$ cat src/rtl/seq_packet_serializer_pkg.sv
// Shared widths, lane record and helpers for the sequence packet serializer.
// Widths mirror the sequence-bus width set; SEQ_PACKET_IDX_BITS indexes a lane.
package seq_packet_serializer_pkg;

    localparam int SEQ_PACKET_SIZE     = 4;
    localparam int SEQ_LL_BITS         = 8;
    localparam int SEQ_ML_BITS         = 8;
    localparam int SEQ_OFFSET_BITS     = 16;
    localparam int SEQ_PACKET_IDX_BITS = $clog2(SEQ_PACKET_SIZE);
    // Trim arithmetic width: one bit above the wider of ll/ml so nothing wraps.
    localparam int SEQ_CMP_BITS        = ((SEQ_LL_BITS > SEQ_ML_BITS) ? SEQ_LL_BITS : SEQ_ML_BITS) + 1;

    typedef enum logic {
        ST_EMPTY = 1'b0,
        ST_EMIT  = 1'b1
    } ser_state_t;

    typedef struct packed {
        logic [SEQ_LL_BITS-1:0]     ll;
        logic [SEQ_ML_BITS-1:0]     ml;
        logic [SEQ_OFFSET_BITS-1:0] offset;
    } seq_lane_t;

    function automatic logic [SEQ_PACKET_IDX_BITS-1:0] lowest_lane(input logic [SEQ_PACKET_SIZE-1:0] m);
        logic [SEQ_PACKET_IDX_BITS-1:0] idx;
        idx = '0;
        for (int i = SEQ_PACKET_SIZE - 1; i >= 0; i--)
            if (m[i]) idx = SEQ_PACKET_IDX_BITS'(i);
        return idx;
    endfunction

endpackage

$ cat src/rtl/seq_overlap_trim.sv
// Removes up to `carry` leading bytes from one sequence: literals first, then match.
// A lane whose bytes are all covered is dropped and the remainder carried on.
module seq_overlap_trim
    import seq_packet_serializer_pkg::*;
(
    input  logic [SEQ_LL_BITS-1:0] i_ll,
    input  logic [SEQ_ML_BITS-1:0] i_ml,
    input  logic [SEQ_ML_BITS:0]   i_carry,
    output logic [SEQ_LL_BITS-1:0] o_ll,
    output logic [SEQ_ML_BITS-1:0] o_ml,
    output logic [SEQ_ML_BITS:0]   o_carry,
    output logic                   o_drop
);

    logic [SEQ_CMP_BITS-1:0] w_ll;
    logic [SEQ_CMP_BITS-1:0] w_ml;
    logic [SEQ_CMP_BITS-1:0] w_c;
    logic [SEQ_CMP_BITS-1:0] w_r;

    assign w_ll = SEQ_CMP_BITS'(i_ll);
    assign w_ml = SEQ_CMP_BITS'(i_ml);
    assign w_c  = SEQ_CMP_BITS'(i_carry);

    always_comb begin
        o_ll    = i_ll;
        o_ml    = i_ml;
        o_carry = '0;
        o_drop  = 1'b0;
        w_r     = '0;
        if (w_c != '0) begin
            if (w_ll >= w_c) begin
                o_ll = SEQ_LL_BITS'(w_ll - w_c);
            end else begin
                w_r  = w_c - w_ll;
                o_ll = '0;
                if (w_ml > w_r) begin
                    o_ml = SEQ_ML_BITS'(w_ml - w_r);
                end else begin
                    o_drop  = 1'b1;
                    o_carry = (SEQ_ML_BITS+1)'(w_r - w_ml);
                end
            end
        end
    end

endmodule

$ cat src/rtl/seq_packet_serializer.sv
// Accepts one sequence packet and emits its lanes one per cycle, oldest first.
// Define SEQ_SERIALIZER_STATS_EN to add the handshake/trim counter ports.
module seq_packet_serializer
    import seq_packet_serializer_pkg::*;
(
    input  logic                                       clk,
    input  logic                                       rst_n,
    input  logic                                       i_valid,
    input  logic [SEQ_PACKET_SIZE-1:0]                 i_mask,
    input  logic [SEQ_LL_BITS*SEQ_PACKET_SIZE-1:0]     i_ll,
    input  logic [SEQ_ML_BITS*SEQ_PACKET_SIZE-1:0]     i_ml,
    input  logic [SEQ_OFFSET_BITS*SEQ_PACKET_SIZE-1:0] i_offset,
    input  logic [SEQ_ML_BITS-1:0]                     i_overlap,
    input  logic                                       i_eoj,
    input  logic                                       i_delim,
    output logic                                       i_ready,
    output logic                                       o_seq_valid,
    output logic [SEQ_LL_BITS-1:0]                     o_seq_ll,
    output logic [SEQ_ML_BITS-1:0]                     o_seq_ml,
    output logic [SEQ_OFFSET_BITS-1:0]                 o_seq_offset,
    output logic                                       o_seq_eoj,
    output logic                                       o_seq_delim,
    input  logic                                       o_seq_ready
`ifdef SEQ_SERIALIZER_STATS_EN
    ,
    output logic [31:0]                                o_stat_seq_cnt,
    output logic [31:0]                                o_stat_trim_cnt
`endif
);

    ser_state_t                     r_state, w_state_next;
    seq_lane_t                      r_lane [SEQ_PACKET_SIZE];
    seq_lane_t                      w_in_lane [SEQ_PACKET_SIZE];
    seq_lane_t                      w_cur;
    logic [SEQ_PACKET_SIZE-1:0]     r_rem, w_src_mask, w_rem_next;
    logic [SEQ_ML_BITS:0]           r_carry, w_src_carry, w_trim_carry;
    logic                           r_eoj, r_delim, w_src_eoj, w_src_delim;
    logic [SEQ_PACKET_IDX_BITS-1:0] w_idx;
    logic [SEQ_LL_BITS-1:0]         w_trim_ll;
    logic [SEQ_ML_BITS-1:0]         w_trim_ml;
    logic                           w_drop;
    logic                           w_adv, w_fin_hs, w_accept, w_from_hold, w_proc;
    logic                           w_empty, w_last, w_lane_ok, w_marker, w_beat;
    logic                           r_ov, r_oeoj, r_odelim;
    logic [SEQ_LL_BITS-1:0]         r_oll;
    logic [SEQ_ML_BITS-1:0]         r_oml;
    logic [SEQ_OFFSET_BITS-1:0]     r_ooff;

    for (genvar g = 0; g < SEQ_PACKET_SIZE; g++) begin : g_lane
        assign w_in_lane[g].ll     = i_ll[g*SEQ_LL_BITS +: SEQ_LL_BITS];
        assign w_in_lane[g].ml     = i_ml[g*SEQ_ML_BITS +: SEQ_ML_BITS];
        assign w_in_lane[g].offset = i_offset[g*SEQ_OFFSET_BITS +: SEQ_OFFSET_BITS];
    end

    // While EMIT with rem==0 the output register holds the packet's final beat.
    assign w_adv       = !r_ov || o_seq_ready;
    assign w_fin_hs    = (r_state == ST_EMIT) && (r_rem == '0) && r_ov && o_seq_ready;
    assign i_ready     = rst_n && ((r_state == ST_EMPTY) || w_fin_hs);
    assign w_accept    = i_valid && i_ready;
    assign w_from_hold = (r_state == ST_EMIT) && (r_rem != '0);
    assign w_proc      = w_adv && (w_from_hold || w_accept);

    // A freshly accepted packet is processed straight from the inputs so its first beat lands next cycle.
    assign w_src_mask  = w_from_hold ? r_rem   : i_mask;
    assign w_src_carry = w_from_hold ? r_carry : {1'b0, i_overlap};
    assign w_src_eoj   = w_from_hold ? r_eoj   : i_eoj;
    assign w_src_delim = w_from_hold ? r_delim : i_delim;
    assign w_idx       = lowest_lane(w_src_mask);
    assign w_cur       = w_from_hold ? r_lane[w_idx] : w_in_lane[w_idx];

    seq_overlap_trim u_trim (
        .i_ll    (w_cur.ll),
        .i_ml    (w_cur.ml),
        .i_carry (w_src_carry),
        .o_ll    (w_trim_ll),
        .o_ml    (w_trim_ml),
        .o_carry (w_trim_carry),
        .o_drop  (w_drop)
    );

    assign w_empty    = (w_src_mask == '0);
    assign w_rem_next = w_src_mask & ~(SEQ_PACKET_SIZE'(1) << w_idx);
    assign w_last     = (w_rem_next == '0);
    assign w_lane_ok  = !w_empty && !w_drop;
    assign w_marker   = w_last && !w_lane_ok && (w_src_eoj || w_src_delim);
    assign w_beat     = w_lane_ok || w_marker;

    always_ff @(posedge clk) begin
        if (!rst_n) r_state <= ST_EMPTY;
        else        r_state <= w_state_next;
    end

    always_comb begin
        w_state_next = r_state;
        if (w_proc)
            w_state_next = (w_beat || !w_last) ? ST_EMIT : ST_EMPTY;
        else if (w_fin_hs)
            w_state_next = ST_EMPTY;
    end

    always_ff @(posedge clk) begin
        if (w_accept && w_adv)
            for (int k = 0; k < SEQ_PACKET_SIZE; k++) r_lane[k] <= w_in_lane[k];
    end

    always_ff @(posedge clk) begin
        if (!rst_n) begin
            r_rem    <= '0;
            r_carry  <= '0;
            r_eoj    <= 1'b0;
            r_delim  <= 1'b0;
            r_ov     <= 1'b0;
            r_oll    <= '0;
            r_oml    <= '0;
            r_ooff   <= '0;
            r_oeoj   <= 1'b0;
            r_odelim <= 1'b0;
        end else if (w_proc) begin
            if (w_accept) begin
                r_eoj   <= i_eoj;
                r_delim <= i_delim;
            end
            r_rem    <= w_rem_next;
            r_carry  <= w_trim_carry;
            r_ov     <= w_beat;
            r_oll    <= w_lane_ok ? w_trim_ll    : '0;
            r_oml    <= w_lane_ok ? w_trim_ml    : '0;
            r_ooff   <= w_lane_ok ? w_cur.offset : '0;
            r_oeoj   <= w_beat && w_last && w_src_eoj;
            r_odelim <= w_beat && w_last && w_src_delim;
        end else if (w_adv) begin
            r_ov     <= 1'b0;
            r_oeoj   <= 1'b0;
            r_odelim <= 1'b0;
        end
    end

    assign o_seq_valid  = r_ov;
    assign o_seq_ll     = r_oll;
    assign o_seq_ml     = r_oml;
    assign o_seq_offset = r_ooff;
    assign o_seq_eoj    = r_oeoj;
    assign o_seq_delim  = r_odelim;

`ifdef SEQ_SERIALIZER_STATS_EN
    logic [31:0] r_stat_seq, r_stat_trim;

    always_ff @(posedge clk) begin
        if (!rst_n) begin
            r_stat_seq  <= '0;
            r_stat_trim <= '0;
        end else begin
            if (r_ov && o_seq_ready)
                r_stat_seq <= r_stat_seq + 32'd1;
            if (w_proc && !w_empty && (w_src_carry != '0))
                r_stat_trim <= r_stat_trim + 32'd1;
        end
    end

    assign o_stat_seq_cnt  = r_stat_seq;
    assign o_stat_trim_cnt = r_stat_trim;
`endif

endmodule

$ cat config.mk
export PLATFORM = sky130hd
export DESIGN_NAME = seq_packet_serializer
export DESIGN_NICKNAME = d
export VERILOG_FILES = /design/src/rtl/seq_packet_serializer_pkg.sv /design/src/rtl/seq_overlap_trim.sv /design/src/rtl/seq_packet_serializer.sv
export SDC_FILE = /design/constraint.sdc
export NUM_CORES = 1
export LEC_CHECK = 0
export ABC_AREA = 1
export CAP_MARGIN = 10
export CORE_UTILIZATION = 35
export DETAILED_ROUTE_END_ITERATION = 10
export PLACE_DENSITY_LB_ADDON = 0.3
export REMOVE_ABC_BUFFERS = 1
export SYNTH_ARGS = -nofsm -noshare
export SYNTH_HDL_FRONTEND = slang
export SYNTH_HIERARCHICAL = 1
export SYNTH_SLANG_ARGS = --single-unit
$ cat constraint.sdc
create_clock -name clk -period 11.1 [get_ports clk]
set_input_delay 3.33 -clock clk [delete_from_list [all_inputs] [get_ports clk]]
set_output_delay 3.33 -clock clk [all_outputs]
set_load 0.05 [all_outputs]
==> impl_results.md <==
- Status: finished clean
- # rows: 62
- Peak Freq: around 0.11 GHz
- Worst slew pin tran: 1110 ps
- Clock transition at path regs: approximately 70 ps
- Register area share after synthesis: a little under half
- CTS Root Cell: clkbuf_16
- RSZ-0062 raised after global routing: no
- Chip width: approximately 170 um
- Iter 0 DRT Violations: 635
- First-pass GRT wire length: between 40,000 and 50,000 um
- Nets: between 1,500 and 2,000
- Synth Flop Type: edfxtp_1
- Routed Antenna Nets: 0
- Comb pwr share: 50.3%
- GRT Overall Usage: a little under 20%
- Fin crit share: a little under nine tenths
- #FFs+latches synth: between 150 and 200
- Clock network power share: 22.4%
- Starting Density: approximately 36%
- Final Hold Slack: approximately 460 ps
- Total power: just over 0.003 W
- Die area: just over 30,000 um^2
- R2R Setup Slk: between 3000 and 4000 ps
- Area post-placement: 12,500 um^2
- Most frequent cells in the layout: 370 x nand2_1, 181 x clkdlybuf4s50_1, 144 x inv_1
- Total gr overflow: 0
- HP Start: r_delim$_SDFFE_PN0P_
- Yosys warning count: 6
- Worst Hold Depth: 2
- Crit path DAT: about 10000 ps
- CTS Sinks: approximately 180
- Net Sw Power: approximately 0.0014 W
- Reg2reg end: o_seq_offset[1]$_SDFFE_PN0P_
- Setup TNS Final: 0 ps
- Layout cells sized above 1: under 10%
- Ys async rst share: 0%
- CP most frequent cell: nand2_1
- Initial antenna violation count: 4
- Avg Synthesized Cell Area: 8.12 um^2
- Worst-path fanout max: 32
- WL per Instance: between 15 and 20 um
- Vias in the first global route: 8,823
- PostCTS Resize Cnt: 0
- Worst reg-to-reg path cell count: 35
- Most common cell after layout, fill and taps aside: nand2_1
- Synth unique cells: 43
- Critical path required time: roughly 11,000 ps
- DR vias: 9,005
- Fin util: 45.3%
- Fin. Hold Viols: 0
- Worst setup path class: in -> reg
- CP peak stage delay: between 700 and 800 ps
- Post-synth top area cell: edfxtp_1
- Clock tree buffer depth: 2
- Post-CTS Setup Inserts: 0
- Layout area overhead: 26.2%
- Skew final: between 15 and 20 ps
- I/O pin cnt: 182
- DRT Pass-1 Iters: 5
- Htree depth: 4
- TritonCTS clock tree: done
- Via density: roughly 4.9
- Mapped Cells: between 1,000 and 1,500
- DP Wirelength: around 20,000 um
- Worst r2r src: r_rem[3]$_SDFFE_PN0P_
- DIE HEIGHT: between 150 and 200 um
- Startpoint Class: input port
- Internal: 0.00173 W
- Port bufs: 181
- CP max stage cell: nor2_4
- CTS buffer count: 17
- Switching share of power: between 40% and 50%
- EDFF count, synth: approximately 130
- Largest net degree at the start of global routing: between 80 and 90
- Fin area: between 10,000 and 15,000 um^2
- Static Leak: 5.47 nW
- Slew margin rel.: between 20% and 30%
- Core Region: just under 30,000 um^2
- Critical Path Sink Type: flip-flop
- Number of remaining DRC errors: 0
- Max-slew violation count: 0
- Max cap viols: 0
- Hold_buf cts: 0
- Routed wire length: between 20,000 and 30,000 um
- Post-Syn Area: between 10,000 and 15,000 um^2
- Flop pwr share: a little over a quarter
- Final setup fails: 0
- RePlAce Congestion: between 0.8 and 0.9
- Crit path time final: between 9000 and 10,000 ps
- Max VDD drop: approximately 0.11 mV
- HP Class: reg -> reg
- Top-area cell type share of the netlist area: a little under two fifths
- PwrDens: between 200 and 250 nW/um^2
- Synth area leaders: edfxtp_1 37%, nand2_1 13%, dfxtp_1 9.8%
- Clk Latency, worst-skew pair: ~440 ps
- Hold EP: r_delim$_SDFFE_PN0P_
[through the flow]
stage	worst slack (ps)	instances
floorplan	891	1216
global placement	1150	1790
finish	1590	1823
CTS	1500	1822
detailed placement	1050	1790
global route	848	1822
[metal layers]
layer / vias up / GRT usage [%] / routed length [um]
li1: 4522 / - / -
met1: 4173 / 26.9 / 13600
met2: 284 / 32.8 / 13800
met3: 20 / 4.40 / 2100
met4: 6 / 3.47 / 192
met5: - / 0 / 40
[cell usage after synthesis (2+ instances only)]
library cell  count
a21oi_1          73
buf_1            11
buf_2            16
buf_4             8
buf_6             3
clkbuf_1         27
dfxtp_1          51
edfxtp_1        128
fa_1              4
ha_1             30
inv_1           144
inv_2             6
nand2_1         371
nand2_2           6
nand2_4           4
nand3_1         139
nand3b_1         46
nand4_1          23
nor2_1           54
nor2_2            2
nor2_4            3
nor3_1            2
o211ai_1         33
o21ai_0          30
o21bai_1          3
or2_2            34
xor2_1           15
[power groups by stage]
stage | clock network [W] | registers (W) | logic [W]
finish | 0.000693 | 0.000842 | 0.00156
global route | 0.000730 | 0.000850 | 0.00175
CTS | 0.000705 | 0.000843 | 0.00157
detailed placement | 0 | 0.000858 | 0.00156
global placement | 0 | 0.000856 | 0.00157
floorplan | 0 | 0.000954 | 0.00101
[layout make-up]
cell class | instances | area, um^2
Fill cell | 2920 | 15900
Sequential cell | 179 | 4860
Multi-Input combinational cell | 886 | 4670
Timing Repair Buffer | 190 | 1880
Inverter | 151 | 569
Tap cell | 384 | 480
Clock buffer | 18 | 439
Clock inverter | 14 | 240
Antenna cell | 1 | 2.50
[critical path: cells and delay by family]
family                   cells  cell delay [ps]
AO/OA/AOI/OAI                5              990
buffers and inverters        8             1740
AND/OR/NAND/NOR             17             2610
XOR/XNOR                     1              210
adder cells (fa/ha/maj)      3              930
[state kept, by name, indices dropped and copies added, names as in the netlist]
name          cells
r_lane          128
o_seq_offset     16
r_carry           9
o_seq_ll          8
o_seq_ml          8
r_rem             4
o_seq_delim       1
o_seq_eoj         1
o_seq_valid       1
r_delim           1
r_eoj             1
r_state           1
[cells by family after synthesis]
logic type	Yosys count	share of synthesized area, %
AND/OR/NAND/NOR	688	30.6
flip-flops	179	46.7
adder cells (fa/ha/maj)	34	4.37
buffers and inverters	217	8.56
AO/OA/AOI/OAI	148	8.41
XOR/XNOR	16	1.35
[worst max path at each step]
stage                      startpoint                      endpoint  slack [ps]  depth (start not counted)
after floorplan           o_seq_ready          r_delim$_SDFFE_PN0P_         890                          7
after global placement      i_mask[1]  o_seq_offset[0]$_SDFFE_PN0P_        1150                         34
after detailed placement    i_mask[3]  o_seq_offset[7]$_SDFFE_PN0P_        1050                         34
after CTS                   i_mask[3]  o_seq_offset[1]$_SDFFE_PN0P_        1500                         34
after global routing        i_mask[3]  o_seq_offset[6]$_SDFFE_PN0P_         850                         34
final                       i_mask[3]  o_seq_offset[1]$_SDFFE_PN0P_        1590                         34
Note: power is estimated with default switching activity, not from simulation.
